==> config.mk <==
export PLATFORM = sky130hd
export DESIGN_NAME = conv_encoder_framed_flat
export DESIGN_NICKNAME = d
export VERILOG_FILES = /design/src/rtl/conv_encoder_framed_if.sv /design/src/rtl/conv_encoder_framed.sv /design/src/flat_wrapper.sv
export SDC_FILE = /design/constraint.sdc
export NUM_CORES = 1
export LEC_CHECK = 0
export CORE_UTILIZATION = 34
export CTS_CLUSTER_DIAMETER = 40
export CTS_CLUSTER_SIZE = 28
export DETAILED_ROUTE_END_ITERATION = 6
export GPL_TIMING_DRIVEN = 0
export HOLD_SLACK_MARGIN = 0.1
export SYNTH_ARGS = -nofsm -noshare
export SYNTH_HDL_FRONTEND = slang
export SYNTH_SLANG_ARGS = --single-unit
==> constraint.sdc <==
create_clock -name clk -period 2.7 [get_ports clk]
set_input_delay 0.405 -clock clk [delete_from_list [all_inputs] [get_ports clk]]
set_output_delay 0.405 -clock clk [all_outputs]
set_load 0.01 [all_outputs]
==> src/rtl/conv_encoder_framed_if.sv <==
// Handshake and status bundle for the framed convolutional encoder.
// The master side drives the frame controls and data; the slave side is the encoder.
interface conv_encoder_framed_if;
    logic        start_i;
    logic        enable_i;
    logic        d_in;
    logic        ready_o;
    logic        valid_o;
    logic [1:0]  d_out;
    logic        last_o;
    logic        busy_o;
    logic [15:0] bit_ct_o;

    modport master (
        output start_i, enable_i, d_in,
        input  ready_o, valid_o, d_out, last_o, busy_o, bit_ct_o
    );

    modport slave (
        input  start_i, enable_i, d_in,
        output ready_o, valid_o, d_out, last_o, busy_o, bit_ct_o
    );
endinterface

==> src/rtl/conv_encoder_framed.sv <==
// Rate-1/2, K=3 convolutional encoder (generators 111/101) with framing.
// A frame is FRAME_LEN data bits followed by two zero tail bits that flush
// the shift register back to 00. Every output is driven straight from a register.
module conv_encoder_framed #(
    parameter int unsigned FRAME_LEN = 256
) (
    input logic                   clk,
    input logic                   rst,
    conv_encoder_framed_if.slave  bus
);

    typedef enum logic [1:0] {StIdle, StData, StTail} state_e;

    // Count value held just before the final data bit of a frame is accepted
    localparam logic [15:0] LastIdx = 16'(FRAME_LEN - 1);

    state_e      state_q;
    logic [1:0]  s_q;        // s_q[1] is the most recent previous input
    logic        tail_q;     // 0: first tail bit pending, 1: second tail bit pending
    logic [1:0]  d_out_q;
    logic        valid_q;
    logic        last_q;
    logic        ready_q;
    logic        busy_q;
    logic [15:0] bit_ct_q;

    // Frame FSM, encoder shift register and all registered outputs
    always_ff @(posedge clk or negedge rst) begin
        if (!rst) begin
            state_q  <= StIdle;
            s_q      <= 2'b00;
            tail_q   <= 1'b0;
            d_out_q  <= 2'b00;
            valid_q  <= 1'b0;
            last_q   <= 1'b0;
            ready_q  <= 1'b0;
            busy_q   <= 1'b0;
            bit_ct_q <= 16'd0;
        end else begin
            // Pulses by default; d_out holds its last value between symbols
            valid_q <= 1'b0;
            last_q  <= 1'b0;
            unique case (state_q)
                StIdle: begin
                    if (bus.start_i) begin
                        state_q  <= StData;
                        s_q      <= 2'b00;
                        bit_ct_q <= 16'd0;
                        ready_q  <= 1'b1;
                        busy_q   <= 1'b1;
                    end
                end
                StData: begin
                    if (bus.enable_i) begin
                        d_out_q  <= {bus.d_in ^ s_q[1] ^ s_q[0], bus.d_in ^ s_q[0]};
                        s_q      <= {bus.d_in, s_q[1]};
                        valid_q  <= 1'b1;
                        bit_ct_q <= bit_ct_q + 16'd1;
                        if (bit_ct_q == LastIdx) begin
                            state_q <= StTail;
                            tail_q  <= 1'b0;
                            ready_q <= 1'b0;
                        end
                    end
                end
                StTail: begin
                    // Input forced to zero: symbol depends only on the register
                    d_out_q <= {s_q[1] ^ s_q[0], s_q[0]};
                    s_q     <= {1'b0, s_q[1]};
                    valid_q <= 1'b1;
                    if (tail_q) begin
                        last_q  <= 1'b1;
                        busy_q  <= 1'b0;
                        state_q <= StIdle;
                        tail_q  <= 1'b0;
                    end else begin
                        tail_q <= 1'b1;
                    end
                end
                default: begin
                    state_q <= StIdle;
                    ready_q <= 1'b0;
                    busy_q  <= 1'b0;
                end
            endcase
        end
    end

    assign bus.d_out    = d_out_q;
    assign bus.valid_o  = valid_q;
    assign bus.last_o   = last_q;
    assign bus.ready_o  = ready_q;
    assign bus.busy_o   = busy_q;
    assign bus.bit_ct_o = bit_ct_q;

endmodule

==> src/flat_wrapper.sv <==
// flat-port wrapper written by rule: the top's interface ports become plain ports
module conv_encoder_framed_flat 
#(
    parameter int unsigned FRAME_LEN = 256
)
  (clk, rst, bus_start_i, bus_enable_i, bus_d_in, bus_ready_o, bus_valid_o, bus_d_out, bus_last_o, bus_busy_o, bus_bit_ct_o);
  conv_encoder_framed_if bus_i ();
  input logic clk;
  input logic rst;
  input wire logic [$bits(bus_i.start_i)-1:0] bus_start_i;
  input wire logic [$bits(bus_i.enable_i)-1:0] bus_enable_i;
  input wire logic [$bits(bus_i.d_in)-1:0] bus_d_in;
  output wire logic [$bits(bus_i.ready_o)-1:0] bus_ready_o;
  output wire logic [$bits(bus_i.valid_o)-1:0] bus_valid_o;
  output wire logic [$bits(bus_i.d_out)-1:0] bus_d_out;
  output wire logic [$bits(bus_i.last_o)-1:0] bus_last_o;
  output wire logic [$bits(bus_i.busy_o)-1:0] bus_busy_o;
  output wire logic [$bits(bus_i.bit_ct_o)-1:0] bus_bit_ct_o;
  assign bus_i.start_i = bus_start_i;
  assign bus_i.enable_i = bus_enable_i;
  assign bus_i.d_in = bus_d_in;
  assign bus_ready_o = bus_i.ready_o;
  assign bus_valid_o = bus_i.valid_o;
  assign bus_d_out = bus_i.d_out;
  assign bus_last_o = bus_i.last_o;
  assign bus_busy_o = bus_i.busy_o;
  assign bus_bit_ct_o = bus_i.bit_ct_o;
  conv_encoder_framed #(.FRAME_LEN(FRAME_LEN)) u_core (.clk(clk), .rst(rst), .bus(bus_i));
endmodule
Word-level counts from Yosys, hierarchy flattened. Cells that the tools add are included.

Bitwise logic cells: 6. Add/subtract/negate cells: 1. Reduce and logical (&&, ||, !) cells: 11. Multiplexer cells: 25. Eq/ne operators: 7.

Operator list (count): $mux 16 (2); $pmux 16 s2 (1); $add 16x1->16 const B (1); $eq 16x8->1 const B (1); $mux 2 (7); $pmux 2 s3 (2); $reduce_and 3->1 (4); $mux 1 (8); $reduce_and 4->1 (2); $pmux 1 s3 (2); $ne 2x1->1 const B (2); $ne 2x2->1 const B (2); $pmux 1 s2 (2); $pmux 2 s2 (1); $reduce_bool 2->1 (2); $xor 1x1->1 (4); $reduce_bool 3->1 (1); $eq 2x1->1 const B (1); $eq 2x2->1 const B (1); $logic_not 2->1 (1); $not 1->1 (2); $reduce_and 2->1 (1).

Logic and storage cells: 59. Input bits: 5. Output and inout bits: 22. Register bits after elaboration: 27.

Depth between registers and ports, before layout. Gate-level depths: netlist of run 1.

Depth in word-level cells: 4. Gate-level depth with buffers: 8. Gate-level depth less buffers: 6.

Worst setup path after synthesis of run 1. No wires, ideal clock.

Path type: register to register. From: register u_core.state_q[0]. To: register u_core.bit_ct_q[13], in the netlist u_core.bus.bit_ct_o[13]. Setup time: 78 ps. Buffers on the path: 1. Slack: 507 ps. Cell stages (with the launch flop): 8. Period minus slack after synthesis: 2193 ps. Arrival: 2115 ps. Required time: 2622 ps. Cells stage by stage: dfrtp_1 > inv_1 > ha_1 > nor2b_4 > or4_4 > buf_6 > or4_1 > a21oi_1.

Cells in the longest elaborated chain, start to end: 3. Elaborated cells on any way between the ends: 7. Classes of those cells: eq/ne: 3; mux: 1; reduce/logical: 3.

RTL lines: start, declared (line conv_encoder_framed.sv:17) `state_e state_q;`; start signal, assigned (line conv_encoder_framed.sv:30) `state_q <= StIdle;`; start signal, assigned (line conv_encoder_framed.sv:46) `state_q <= StData;`; start signal, assigned (line conv_encoder_framed.sv:60) `state_q <= StTail;`; $eq 2x1->1 / $logic_not 2->1 (equally long branches) (line conv_encoder_framed.sv:43) `unique case (state_q)`; $ne 2x2->1 (no source line) / $reduce_bool 2->1 (equally long branches); $reduce_and 3->1 (no source line); end signal, assigned (line conv_encoder_framed.sv:58) `bit_ct_q <= bit_ct_q + 16'd1;`; end, declared (line conv_encoder_framed.sv:25) `logic [15:0] bit_ct_q;`.

Parallel ways exist; a longest one is shown, timed or not. A chain may end at the register's enable or synchronous reset.

Final worst setup path of run 1.
From: register u_core.state_q[0]. To: register u_core.bit_ct_q[15], in the netlist u_core.bus.bit_ct_o[15].

The elaborated chain is that of the path after synthesis.

==> results of run 1 <==
==> power by group through the flow <==
stage                     clock (mW)  sequential (mW)  combinational (mW)
after floorplan                    0            0.577               0.362
after global placement             0            0.561               0.600
after detailed placement           0            0.568               0.614
after CTS                      0.243            0.559               0.617
after global routing           0.259            0.573               0.673
final                          0.231            0.559               0.612
==> cells in the mapped netlist (3+ instances only) <==
master    count
dfrtp_1      27
a21oi_1      18
nand2_1      10
o31ai_1       9
inv_1         7
nand3_1       7
nor2_1        7
o21ai_0       6
or4_1         6
clkbuf_1      5
ha_1          5
mux2i_1       4
a22o_1        3
nand2b_1      3
nor2b_1       3
o21a_1        3
o22ai_1       3
xnor2_1       3
==> layout make-up <==
type                    count  area, um2  share of cell area (%)
multi-input cells         121      804.5                   42.16
plain buffers               7      35.03                   1.836
inverters                   7      26.28                   1.377
well taps                  52      65.06                   3.410
clock buffers               3      41.29                   2.164
flip-flops and latches     27      675.6                   35.41
repair buffers             26      255.2                   13.38
clock inverters             1      5.005                  0.2623
==> layer usage <==
metal,share of wire (%),up-vias,wire [um],global-route usage (%)
li1,-,662,-,-
met1,45,687,1682,20.69
met2,50,39,1871,29.02
met3,4.5,2,168,4.215
met4,0.56,0,21,3.628
met5,0,-,0,0
==> worst max-delay path by stage <==
stage                                          end  depth (start not counted)
2_1_floorplan  u_core.bus.bit_ct_o[13]$_DFFE_PN0P_                          7
6_report       u_core.bus.bit_ct_o[15]$_DFFE_PN0P_                          7
4_1_cts        u_core.bus.bit_ct_o[13]$_DFFE_PN0P_                          7
3_3_place_gp   u_core.bus.bit_ct_o[13]$_DFFE_PN0P_                          6
5_1_grt        u_core.bus.bit_ct_o[15]$_DFFE_PN0P_                          7
3_5_place_dp   u_core.bus.bit_ct_o[13]$_DFFE_PN0P_                          6
==> state kept, by name (all words and copies together), names as in the netlist <==
signal / count
u_core.bus.bit_ct_o: 16
u_core.bus.d_out: 2
u_core.s_q: 2
u_core.state_q: 2
u_core.bus.busy_o: 1
u_core.bus.last_o: 1
u_core.bus.ready_o: 1
u_core.bus.valid_o: 1
u_core.tail_q: 1
==> per-stage QoR <==
step	util (%)	cell area (um2)	cells
finish	43.82	1908	244
global route	43.82	1908	244
CTS	43.94	1913	244
detailed placement	42.87	1867	240
global placement	42.87	1867	240
floorplan	-	1541	162
==> kinds of logic (layout without fill, tap and decap cells) <==
kind of cell               count (synthesis)  after routing  synth area share (%)
buffers and inverters                     14             44                 3.977
xor gates and xnor gates                   4              4                 2.273
AOI/OAI and AO/OA                         48             48                 19.64
adders and majority gates                  5              5                 4.058
and+or+nand+nor                           59             59                 22.89
DFF                                       27             27                 43.83
muxes                                      5              5                 3.328
==> reports/results.txt, run 1 <==
Setup TNS - 0 ns
Critical Path AT - 2.63 ns
Initial antenna violation count - 0
Outcome - finished clean
Max_cap viols - 0
Crit. Startpoint - u_core.state_q[0]$_DFFE_PN0P_
RSZ-0062 raised after global routing - no
Die area - 4807 um2
First-pass DRT Iterations - 4
Core footprint - 4354 um2
Clock slew at the register clock pins of the worst setup and hold paths - 0.10 ns
CP endpoint kind - flip-flop
Fill cells - 419
Clk pwr share - 16.5%
FP Rows - 24
Leakage - 0.7677 nW
Netlist cell types - 42
Post-synth top area share - 43.83%
Height of the die - 69.34 um
Peak supply drop - 0.4484 mV
Most frequent cells in the layout - dfrtp_1 (27), clkdlybuf4s50_1 (25), a21oi_1 (18)
Post-Synthesis Cells - 162
Seq/Total Area, Yosys - 43.83%
Via density - 5.697
Residual DRC count - 0
Clock tree buffer depth - 2
Critical path buffers and inverters - 2
Hold-fix buffers at CTS - 0
Final worst slack - 0.2755 ns
Worst-path maximum fanout - 10
CP cell instances - inv_1 -> ha_1 -> nor2b_4 -> or4_4 -> buf_6 -> or4_1 -> a21oi_1
R2r endpoint - u_core.bus.bit_ct_o[15]$_DFFE_PN0P_
Switching Fraction - 37.79%
Post-synth EDFFs - 0
Place WS - 0.07194 ns
Total global routing track utilization - 16.65%
Clk_skew - 0.009746 ns
Vias in the first global route - 1393
Synth top area cells - dfrtp_1 (44%), a21oi_1 (5.8%), o31ai_1 (4.4%)
Worst skew pair latency - 0.27 ns
CP peak stage delay - 0.54 ns
GP Congestion - 0.8003
Num CTS Buffers - 3
Max-slew violations - 0
Kind of critical path - flip-flop to flip-flop
YS warnings - 0
PostCTS Resize Cnt - 0
Hpwl dp - 2730 um
CTS tree - done
# diodes - 0
CP Data Required Time - 2.90 ns
Final net count - 203
Layout cell share with drive strength beyond 1 - 7.292%
Crit-path slowest cell - or4_4
Reg2Reg Depth - 7
Mean Syn Cell Area - 9.515 um2
Relative slew slack - 58.91%
Clock root cell - clkbuf_8
Largest delay share family, worst path - simple AND/OR/NAND/NOR gates
R2R setup slack - 0.28 ns
Crit path launch type - flip-flop
DR WL/cell - 15.34 um
Syn Nets - 172
# IOs - 27
Minimum clock period - 2.425 ns
#FFs+latches synth - 27
Layout area overhead - 23.78%
Initial Util - 35.40%
Total Routed Length - 3744 um
Grt ovf - 0
Largest net degree at the start of global routing - 28
Cell internal pwr - 872.2 uW
Pwr Density - 734.8 nW/um2
Reg power frac - 39.9%
Final hold slack - 0.1301 ns
Hold Path Class - primary input to async pin
Synth Flop Type - dfrtp_1
Worst-Margin Slew - 0.6164 ns
Final hold vios - 0
Final ANT Viol Nets - 0
I/O Buffers - 26
Starting DRT DRC Count - 130
Reg-to-Reg Start - u_core.state_q[0]$_DFFE_PN0P_
Area leader, netlist - dfrtp_1
Tcrit/Tclk final - 89.80%
Switching pwr - 529.8 uW
Final Setup Violations - 0
CTS sink count - 27
First-pass GRT wire length - 6624 um
Power after layout - 1.402 mW
Vias - 1390
Max Fclk - 412.5 MHz
Chip width - 69.34 um
H-tree Lvls - 1
Setup Fix Bufs, Post-CTS - 0
Synthesized area - 1541 um2
Comb pwr share - 43.6%
Most common cell after layout, fill and taps aside - dfrtp_1
Async SR Flop Fraction - 100.0%
Power figures use the tool's default switching activity.
==> inputs of run 2 (changes only) <==
--- a/config.mk
+++ b/config.mk
@@ -5,6 +5,7 @@
 export SDC_FILE = /design/constraint.sdc
 export NUM_CORES = 1
 export LEC_CHECK = 0
+export CORE_MARGIN = 2
 export CORE_UTILIZATION = 34
 export CTS_CLUSTER_DIAMETER = 40
 export CTS_CLUSTER_SIZE = 28
==> reports/results.txt, run 2 (synthesized netlist as in run 1, its figures left out) <==
Outcome - finished clean
Cell internal pwr - 872.6 uW
Met3 wire length - 141 um
CTS sink count - 27
Final ANT Viol Nets - 0
I/O Buffers - 26
Total Routed Length - 3793 um
Clock slew at the register clock pins of the worst setup and hold paths - 0.10 ns
Hpwl dp - 2693 um
H-tree Lvls - 1
Largest net degree at the start of global routing - 28
Fin util - 43.82%
Power after layout - 1.407 mW
FP Rows - 24
Max-slew violations - 0
CP Data Required Time - 2.90 ns
Switching Fraction - 38.01%
Worst-Margin Slew - 0.6451 ns
Most frequent cells in the layout - dfrtp_1 (27), clkdlybuf4s50_1 (25), a21oi_1 (18)
Placed cell count - 240
First-pass DRT Iterations - 4
Clk pwr share - 17.3%
PostCTS Resize Cnt - 0
Total global routing track utilization - 15.86%
# IOs - 27
Clk_skew - 0.004484 ns
Vias in the first global route - 1376
First-pass GRT wire length - 6506 um
Setup TNS - 0 ns
Routed wl met2 - 1832 um
Worst-path maximum fanout - 10
Peak supply drop - 0.3028 mV
Pwr Density - 737.6 nW/um2
Critical Path AT - 2.59 ns
Setup Fix Bufs, Post-CTS - 0
Final hold vios - 0
Initial Util - 35.40%
M1 WL - 1773 um
Minimum clock period - 2.387 ns
Kind of critical path - primary input to flip-flop
Switching pwr - 534.9 uW
Relative slew slack - 56.99%
Leakage - 0.7677 nW
Tcrit/Tclk final - 88.42%
Die area - 5089 um2
Chip width - 71.34 um
Top sig layer - met4
Max_cap viols - 0
Via density - 5.533
Final worst slack - 0.3126 ns
Layout cell share with drive strength beyond 1 - 7.292%
Starting DRT DRC Count - 117
Reg power frac - 39.4%
Clock tree buffer depth - 2
Initial antenna violation count - 0
# diodes - 0
Most common cell after layout, fill and taps aside - dfrtp_1
Place WS - 0.06483 ns
GP Congestion - 0.7948
Fin cells - 244
Worst skew pair latency - 0.28 ns
CP endpoint kind - flip-flop
Vias - 1350
Largest register FFs - 16
Residual DRC count - 0
Comb pwr share - 43.3%
Hold Path Class - primary input to async pin
RSZ-0062 raised after global routing - no
Final Setup Violations - 0
DR WL/cell - 15.55 um
Final net count - 203
Core footprint - 4354 um2
Height of the die - 71.34 um
Num CTS Buffers - 3
Clock root cell - clkbuf_8
CTS tree - done
Hold-fix buffers at CTS - 0
Layout area overhead - 23.78%
R2R setup slack - 0.32 ns
Crit path launch type - primary input
Grt ovf - 0
Max Fclk - 418.9 MHz
-- run 2: cell counts in the layout (fill, tap and decap cells not counted) --
No cell type changed its count.
-- run 2: area by class of cell --
type / count / area [um2]
Buffer: 7 / 35.03
Inverter: 7 / 26.28
Sequential cell: 27 / 675.6
Timing Repair Buffer: 26 / 255.2
Clock inverter: 1 / 5.005
Fill cell: 428 / 2446
Tap cell: 52 / 65.06
Multi-Input combinational cell: 121 / 804.5
Clock buffer: 3 / 41.29
-- run 2: path summary, 6_finish.rpt --
path	start	to	cells after the start
max reg2reg	u_core.state_q[0]$_DFFE_PN0P_	u_core.bus.bit_ct_o[13]$_DFFE_PN0P_	7
min reg2reg	u_core.bus.ready_o$_DFFE_PN0P_	u_core.bus.ready_o$_DFFE_PN0P_	1
min	rst	u_core.bus.bit_ct_o[9]$_DFFE_PN0P_	1
min in group clk	u_core.bus.ready_o$_DFFE_PN0P_	u_core.bus.ready_o$_DFFE_PN0P_	1
max in group asynchronous	rst	u_core.s_q[1]$_DFFE_PN0P_	1
max	bus_enable_i	u_core.bus.bit_ct_o[13]$_DFFE_PN0P_	6
-- run 2: critical path: stages --
cell	delay, ns
clkdlybuf4s50_1	0.66
nor2b_1	0.19
or4_4	0.52
buf_6	0.16
or4_1	0.49
a21oi_1	0.16
-- run 2: metal layers --
metal	up-vias	GRT usage [%]
met5	-	0
met4	0	5.031
met3	5	2.954
met2	26	26.34
met1	660	20.98
li1	659	-
-- run 2: metrics by stage --
step	hold WS (ns)	instance area (um2)
floorplan	0.1094	1541
global placement	0.5409	1867
detailed placement	0.5339	1867
CTS	0.5722	1913
global route	0.1780	1908
finish	0.1385	1908
-- run 2: power by group through the flow --
stage | logic (mW) | registers [mW] | clock network, mW
6_report | 0.609 | 0.555 | 0.243
5_1_grt | 0.677 | 0.567 | 0.268
4_1_cts | 0.612 | 0.557 | 0.251
3_5_place_dp | 0.610 | 0.564 | 0
3_3_place_gp | 0.599 | 0.561 | 0
2_1_floorplan | 0.362 | 0.577 | 0
==> inputs of run 3 (changes only) <==
--- a/config.mk
+++ b/config.mk
@@ -5,6 +5,7 @@
 export SDC_FILE = /design/constraint.sdc
 export NUM_CORES = 1
 export LEC_CHECK = 0
+export ABC_AREA = 1
 export CORE_MARGIN = 2
 export CORE_UTILIZATION = 34
 export CTS_CLUSTER_DIAMETER = 40
==> constraint.sdc (replaced) <==
create_clock -name clk -period 3 [get_ports clk]
set_input_delay 0.45 -clock clk [delete_from_list [all_inputs] [get_ports clk]]
set_output_delay 0.45 -clock clk [all_outputs]
set_load 0.01 [all_outputs]
==> reports/results.txt, run 3 <==
Largest delay share family, worst path - buffers and inverters
Initial Util - 34.70%
Worst skew pair latency - 0.27 ns
DR WL/cell - 11.52 um
Synth Flop Type - dfrtp_1
Die area - 5291 um2
H-tree Lvls - 1
First-pass DRT Iterations - 4
Mean Syn Cell Area - 7.687 um2
CP endpoint kind - output pin
Clock root cell - clkbuf_8
Syn Nets - 219
Final hold vios - 0
Kind of critical path - flip-flop to output pin
Max-slew violations - 0
Chip width - 72.74 um
Starting DRT DRC Count - 54
Final Setup Violations - 0
Synth top area cells - dfrtp_1 (42%), nand2_1 (13%), nor2_1 (7.7%)
Setup TNS - 0 ns
First-pass GRT wire length - 6044 um
Worst-path maximum fanout - 6
Crit-path slowest cell - clkdlybuf4s50_1
RSZ-0062 raised after global routing - no
CP cell instances - clkdlybuf4s50_1
Core footprint - 4629 um2
FP Rows - 25
Setup Fix Bufs, Post-CTS - 0
Post-synth top area share - 42.06%
CP peak stage delay - 0.59 ns
Outcome - finished clean
# diodes - 0
YS warnings - 0
Critical path buffers and inverters - 1
CP Data Required Time - 2.55 ns
Critical Path AT - 1.36 ns
Hold-fix buffers at CTS - 0
Post-synth EDFFs - 0
Final ANT Viol Nets - 0
CTS sink count - 27
Most common cell after layout, fill and taps aside - nand2_1
Layout area overhead - 22.97%
Clk_skew - 0.002779 ns
Worst-Margin Slew - 0.6177 ns
Leakage - 0.9228 nW
#FFs+latches synth - 27
Max_cap viols - 0
Most frequent cell after synthesis - nand2_1
Max Fclk - 553.5 MHz
Height of the die - 72.74 um
Area leader, netlist - dfrtp_1
Tcrit/Tclk final - 60.22%
Grt ovf - 0
Relative slew slack - 58.82%
Final hold slack - 0.1807 ns
PostCTS Resize Cnt - 0
Seq/Total Area, Yosys - 42.06%
# IOs - 27
Num CTS Buffers - 3
Via density - 4.648
Initial antenna violation count - 0
Commonest cells post-synth - nand2_1 (54), nor2_1 (33), dfrtp_1 (27)
Synthesized area - 1607 um2
Post-Synthesis Cells - 209
Most frequent cells in the layout - nand2_1 (54), nor2_1 (33), dfrtp_1 (27)
Async SR Flop Fraction - 100.0%
Vias in the first global route - 1334
CTS tree - done
Clock tree buffer depth - 2
GP Congestion - 0.8286
Clock slew at the register clock pins of the worst setup and hold paths - 0.09 ns
Peak supply drop - 0.5101 mV
Hpwl dp - 2630 um
Total Routed Length - 3374 um
Vias - 1362
Largest register FFs - 16
Fill cells - 501
Crit path launch type - flip-flop
Minimum clock period - 1.807 ns
I/O Buffers - 26
Residual DRC count - 0
Total global routing track utilization - 14.36%
Layout cell share with drive strength beyond 1 - 11.30%
Largest net degree at the start of global routing - 28
Pwr Density - 715.4 nW/um2
Netlist cell types - 25
Hold Path Class - primary input to async pin
Final net count - 250
-- run 3: cell count changes in the layout (fill, tap and decap cells not counted), moves of 4 or more --
cell and delta:
nand2_1 +44, nor2_1 +26, inv_1 +16, o31ai_1 -9, nand2_2 +7, a21oi_1 -6
or4_1 -6, clkbuf_1 -5, nand3_1 +5, mux2i_1 -4
-- run 3: cells by family (layout without fill, tap and decap cells) --
kind of cell	count (synthesis)	after routing	share of synthesized area, %
AO/OA/AOI/OAI	23	23	7.165
XOR/XNOR	3	3	1.636
adder cells (fa/ha/maj)	5	5	3.894
buffers and inverters	26	56	7.243
flip-flops	27	27	42.06
AND/OR/NAND/NOR	125	125	38.01
-- run 3: routing by layer --
layer  vias to the layer above  GRT usage (%)  routed length, um
met3                         2          2.210                 94
li1                        722              -                  -
met4                         0          4.321                 14
met5                         -              0                  0
met2                        18          24.75               1629
met1                       620          18.57               1635
-- run 3: cell type report --
cell class                 count  area (um2)  area share, %
inverter                      23       86.33          4.370
multi-input combinational    156       814.5          41.23
clock buffer                   3       41.29          2.090
tap                           54       67.56          3.420
timing repair buffer          26       255.2          12.92
buffer                         3       30.03          1.520
clock inverter                 1       5.005         0.2533
sequential                    27       675.6          34.20
-- run 3: metrics by stage --
step                setup WS, ns  instances  total power [mW]  utilization, %  area (um2)
CTS                        1.179        293             1.441           42.78        1981
global route              0.9943        293             1.543           42.68        1976
finish                     1.193        293             1.413           42.68        1976
global placement           1.047        289             1.211           41.78        1934
detailed placement         1.011        289             1.221           41.78        1934
floorplan                  1.498        209             1.007               -        1607
-- run 3: final timing paths --
check                                              startpoint                                  end  slack, ns  cells past startpoint
max                        u_core.bus.bit_ct_o[8]$_DFFE_PN0P_                      bus_bit_ct_o[8]       1.19                      1
min                                                       rst   u_core.bus.bit_ct_o[4]$_DFFE_PN0P_       0.18                      1
max reg2reg                     u_core.state_q[0]$_DFFE_PN0P_  u_core.bus.bit_ct_o[14]$_DFFE_PN0P_       1.27                     10
min reg2reg                    u_core.bus.ready_o$_DFFE_PN0P_       u_core.bus.ready_o$_DFFE_PN0P_       0.49                      2
max in group asynchronous                                 rst        u_core.state_q[0]$_DFFE_PN0P_       2.42                      1
min in group clk               u_core.bus.ready_o$_DFFE_PN0P_       u_core.bus.ready_o$_DFFE_PN0P_       0.49                      2
-- run 3: power breakdown --
part | internal (mW) | switching (mW) | leakage (nW) | total (mW)
sequential | 0.432 | 0.0463 | 0.365 | 0.478
clock | 0.0931 | 0.117 | 0.0255 | 0.210
combinational | 0.290 | 0.435 | 0.532 | 0.725
==> RTL change 1 (settings of run 1) <==
Encoding of `state_e`: now one-hot (3 bits for 3 states).
--- a/src/rtl/conv_encoder_framed.sv
+++ b/src/rtl/conv_encoder_framed.sv
@@ -9,7 +9,7 @@
     conv_encoder_framed_if.slave  bus
 );
 
-    typedef enum logic [1:0] {StIdle, StData, StTail} state_e;
+    typedef enum logic [2:0] {StIdle = 3'b001, StData = 3'b010, StTail = 3'b100} state_e;
 
     // Count value held just before the final data bit of a frame is accepted
     localparam logic [15:0] LastIdx = 16'(FRAME_LEN - 1);
Check against the original RTL: no difference found for any inputs over 10 cycles, from zero or initial values and one cycle with rst low; not proved beyond that.
==> RTL change 1 against run 1 <==
Power is 7.1% lower. Sequential cell count is 1 higher. Clock skew is 5.9 ps lower. First-iteration DRC count is 52% lower. Fmax is 22% higher. Setup slack better by 440 ps. Routed wire length is 2.9% lower. Area after synthesis is 0.41% lower. Final area is 0.39% lower. Critical endpoint is now u_core.tail_q$_DFFE_PN0P_.
==> RTL change 1: results (changes against run 1) <==
| Result | This run | Unit | Change |
| --- | --- | --- | --- |
| Worst setup skew after layout | 3.877 | ps | -5.868 ps |
| Clock transition at the registers of the reported paths | 90 | ps |  |
| Routed vias | 1323 | - | -4.8% |
| Leakage | 0.7877 | nW | +2.6% |
| Wire length on met2 | 1.739 | mm | -7.1% |
| Post-synthesis compound-gate area fraction | 20.70 | % | +1.1 points |
| Total global routing track utilization | 16.02 | % | -0.63 points |
| Post-Syn Nets | 171 | - | -0.58% |
| DP Wirelength | 2.710 | mm | -0.74% |
| Biggest area contributors in the synthesized netlist | dfrtp_1 44%, o21ai_0 6.5%, nor2_1 4.2% | - |  |
| Highest fanout seen on the critical path | 7 | - | -3 |
| Worst IR drop on VDD | 0.3515 | mV | -22% |
| Number of library cell types mapped by synthesis | 43 | - | +2.4% |
| Register-to-Register Setup Slack | 760 | ps | +480 ps |
| Count of routing violations after the opening detailed-route iteration | 63 | - | -52% |
| Global routing met3 resource utilization | 1.890 | % | -2.3 points |
| Depth of the most critical reg-to-reg path | 6 | - | -1 |
| Nets | 202 | - | -0.49% |
| Fraction of synthesized area in multiplexers | 0 | % | -3.3 points |
| Arithmetic-cell share of the synthesized area counting full adders, half adders and majority gates | 0.8150 | % | -3.2 points |
| Length of routed wiring on met1 | 1.765 | mm | +4.9% |
| Outcome | finished clean | - |  |
| Met2 layer usage reported by global route | 26.00 | % | -3.0 points |
| Share of the yosys chip area belonging to registers | 45.72 | % | +1.9 points |
| Reg2reg end | u_core.tail_q$_DFFE_PN0P_ | - |  |
| Top post-synthesis cells by count | 27 x dfrtp_1, 20 x o21ai_0, 17 x nor2_1 | - |  |
| Share of post-route cells with drive strength above 1 | 8.718 | % | +1.4 points |
| Global-route wire length before repair | 6.285 | mm | -5.1% |
| Worst slew margin relative to its limit | 58.26 | % | -0.64 points |
| Pin count of the biggest net entering global routing | 29 | - | +3.6% |
| Arrival time worst endpoint | 2150 | ps | -480 ps |
| Routability-driven placement congestion ratio | 0.8427 | - | +5.3% |
-- RTL change 1: through the flow --
step	hold slack (ps)	cell area (um2)	setup WS (ps)	std cells	utilization [%]
floorplan	109.4	1535	1113	165	-
global placement	473.6	1861	441.7	243	42.73
detailed placement	476.5	1861	417.7	243	42.73
CTS	490.9	1906	696.6	247	43.76
global route	185.5	1901	533.0	247	43.65
finish	144.6	1901	713.7	247	43.65
-- RTL change 1: power by group --
| group | total, W | internal, W | leakage (nW) | switching, W |
|---|---|---|---|---|
| clock | 0.000227 | 0.000106 | 0.0228 | 0.000122 |
| sequential | 0.000578 | 0.000503 | 0.376 | 0.0000752 |
| combinational | 0.000498 | 0.000247 | 0.389 | 0.000251 |
-- RTL change 1: worst max path at each step --
stage,startpoint,to,depth (start not counted)
after detailed placement,bus_enable_i,u_core.tail_q$_DFFE_PN0P_,6
after CTS,bus_enable_i,u_core.tail_q$_DFFE_PN0P_,6
after floorplan,u_core.bus.bit_ct_o[0]$_DFFE_PN0P_,u_core.tail_q$_DFFE_PN0P_,6
after global routing,u_core.bus.bit_ct_o[0]$_DFFE_PN0P_,u_core.tail_q$_DFFE_PN0P_,6
after global placement,bus_enable_i,u_core.tail_q$_DFFE_PN0P_,6
final,bus_enable_i,u_core.tail_q$_DFFE_PN0P_,6
-- RTL change 1: critical path: stages --
cell and delay [ps]:
clkdlybuf4s50_1 570, nand4bb_1 130, clkbuf_1 200, nor3_1 490, nand3_1 200, o21a_1 140
-- RTL change 1: cell type report --
type,instances,area (um2)
timing repair buffer,26,255.2
clock buffer,4,45.04
multi-input combinational,118,739.5
fill,423,2454
inverter,5,18.77
tap,52,65.06
buffer,14,75.07
sequential,28,701.9
==> RTL change 2 (flow settings as in run 1) <==
Made on the original files. `FRAME_LEN` is set to 256 in 2 places; all go to 192.
--- a/src/rtl/conv_encoder_framed.sv
+++ b/src/rtl/conv_encoder_framed.sv
@@ -2,7 +2,7 @@
 // A frame is FRAME_LEN data bits followed by two zero tail bits that flush
 // the shift register back to 00. Every output is driven straight from a register.
 module conv_encoder_framed #(
-    parameter int unsigned FRAME_LEN = 256
+    parameter int unsigned FRAME_LEN = 192
 ) (
     input logic                   clk,
     input logic                   rst,
--- a/src/flat_wrapper.sv
+++ b/src/flat_wrapper.sv
@@ -1,7 +1,7 @@
 // flat-port wrapper written by rule: the top's interface ports become plain ports
 module conv_encoder_framed_flat 
 #(
-    parameter int unsigned FRAME_LEN = 256
+    parameter int unsigned FRAME_LEN = 192
 )
   (clk, rst, bus_start_i, bus_enable_i, bus_d_in, bus_ready_o, bus_valid_o, bus_d_out, bus_last_o, bus_busy_o, bus_bit_ct_o);
   conv_encoder_framed_if bus_i ();
Behaviour: same outputs for any inputs over 10 cycles, from zero or initial values and one cycle with rst low; that may be too few to reach the edited logic, so the function may still have changed.
==> RTL change 2 against run 1 <==
Via count grew 1.7%. Area after synthesis grew 1.6%. Setup slack gained 190 ps. Power grew 4.4%. Final area grew 1.2%. Sequential cell count is the same. Sequential power grew 1%. Die area grew 1.6%. Global-route usage shrank 0.16 points. Routed wire length grew 2.1%. Highest routed layer unchanged.
==> RTL change 2: results (changes against run 1) <==
| Result | This run | Unit | Change |
| --- | --- | --- | --- |
| Outcome | finished clean | - |  |
| Clock transition at the registers of the reported paths | 100 | ps | about the same |
| Count of routing violations after the opening detailed-route iteration | 55 | - | -58% |
| Post-Syn Nets | 180 | - | +4.7% |
| Routability-driven placement congestion ratio | 0.8262 | - | +3.2% |
| Total global routing track utilization | 16.49 | % | -0.16 points |
| Switching share of power | 39.58 | % | +1.8 points |
| Via-to-Cell Ratio | 5.611 | - | -1.5% |
| Number of global-route vias before repair | 1364 | - | -2.1% |
| Worst slew margin relative to its limit | 51.77 | % | -7.1 points |
| Antenna violations before repair | 0 | - | unchanged |
| Number of library cell types mapped by synthesis | 40 | - | -4.8% |
| DP Wirelength | 2.747 | mm | +0.61% |
| First-pass iteration count of the detailed router | 4 | - | unchanged |
| Hold WC Path Type | input pin to asynchronous set/reset pin | - |  |
| Nets | 211 | - | +3.9% |
| Root buffer cell | clkbuf_8 | - |  |
| Share of post-route cells with drive strength above 1 | 6.000 | % | -1.3 points |
| Global-route wire length before repair | 6.499 | mm | -1.9% |
| Share of the yosys chip area belonging to registers | 43.13 | % | -0.70 points |
| Top post-synthesis cells by count | 27 x dfrtp_1, 18 x a21oi_1, 11 x nand2_1 | - |  |
| Worst setup skew after layout | 8.528 | ps | -1.218 ps |
| Wire per inst | 15.16 | um | -1.2% |
| Leakage | 0.7913 | nW | +3.1% |
| H-tree depth reported by CTS | 1 | - | unchanged |
| Biggest area contributors in the synthesized netlist | dfrtp_1 43%, a21oi_1 5.8%, o31ai_1 4.3% | - |  |
| Arrival time worst endpoint | 2440 | ps | -190 ps |
| Setup repair bufs after CTS | 0 | - | unchanged |
| Worst IR drop on VDD | 0.4394 | mV | -2.0% |
## RTL change 2: stage by stage
stage | setup slack, ps | instances | instance area, um2
after floorplan | 802.2 | 170 | 1567
after global placement | 305.2 | 248 | 1892
after detailed placement | 274.9 | 248 | 1892
after CTS | 449.2 | 252 | 1937
after global routing | 266.4 | 252 | 1932
final | 465.0 | 252 | 1932
## RTL change 2: critical path: stages (launching register included)
cell      delay, ps
dfrtp_1         410
inv_1            90
ha_1            140
clkbuf_1        300
o211a_1         190
nand3_1         200
buf_2           260
or4_1           400
a21oi_1         160
## RTL change 2: layout make-up
type | instances | area [um2]
sequential | 27 | 675.6
clock buffer | 4 | 45.04
buffer | 9 | 43.79
multi-input combinational | 127 | 820.8
inverter | 7 | 26.28
timing repair buffer | 26 | 255.2
fill | 422 | 2452
tap | 52 | 65.06
## RTL change 2: logic make-up (layout without fill, tap and decap cells)
family | after synthesis | in the layout | share of synthesized area, %
AOI/OAI and AO/OA | 52 | 52 | 20.85
xor gates and xnor gates | 1 | 1 | 0.5592
adders and majority gates | 5 | 5 | 3.994
buffers and inverters | 16 | 46 | 4.473
DFF | 27 | 27 | 43.13
muxes | 5 | 5 | 3.275
and+or+nand+nor | 64 | 64 | 23.72
## RTL change 2: layer usage
metal / GRT usage [%] / part of all wire [%] / vias to the layer above / wire [um]
met5: 0 / 0 / - / 0
met4: 4.000 / 0.63 / 0 / 24
met3: 3.752 / 2.9 / 4 / 111
met2: 27.46 / 49 / 21 / 1863
met1: 21.71 / 48 / 698 / 1822
li1: - / - / 691 / -
## RTL change 2: power groups by stage
stage | Combinational [W] | Clock (W) | Sequential [W]
global route | 0.000737 | 0.000261 | 0.000579
finish | 0.000662 | 0.000236 | 0.000566
detailed placement | 0.000665 | 0 | 0.000573
global placement | 0.000651 | 0 | 0.000571
CTS | 0.000667 | 0.000244 | 0.000567
floorplan | 0.000380 | 0 | 0.000590
## RTL change 2: path summary, 6_finish.rpt
path / startpoint / end / cells after the start / slack [ps]
min in group clk: u_core.bus.bit_ct_o[1]$_DFFE_PN0P_ / u_core.bus.bit_ct_o[1]$_DFFE_PN0P_ / 2 / 540
hold reg to reg: u_core.bus.bit_ct_o[1]$_DFFE_PN0P_ / u_core.bus.bit_ct_o[1]$_DFFE_PN0P_ / 2 / 540
hold / removal: rst / u_core.bus.bit_ct_o[13]$_DFFE_PN0P_ / 1 / 140
setup reg to reg: u_core.state_q[0]$_DFFE_PN0P_ / u_core.bus.bit_ct_o[9]$_DFFE_PN0P_ / 8 / 470
setup / recovery: u_core.state_q[0]$_DFFE_PN0P_ / u_core.bus.bit_ct_o[9]$_DFFE_PN0P_ / 8 / 470
max in group asynchronous: rst / u_core.state_q[0]$_DFFE_PN0P_ / 1 / 2130
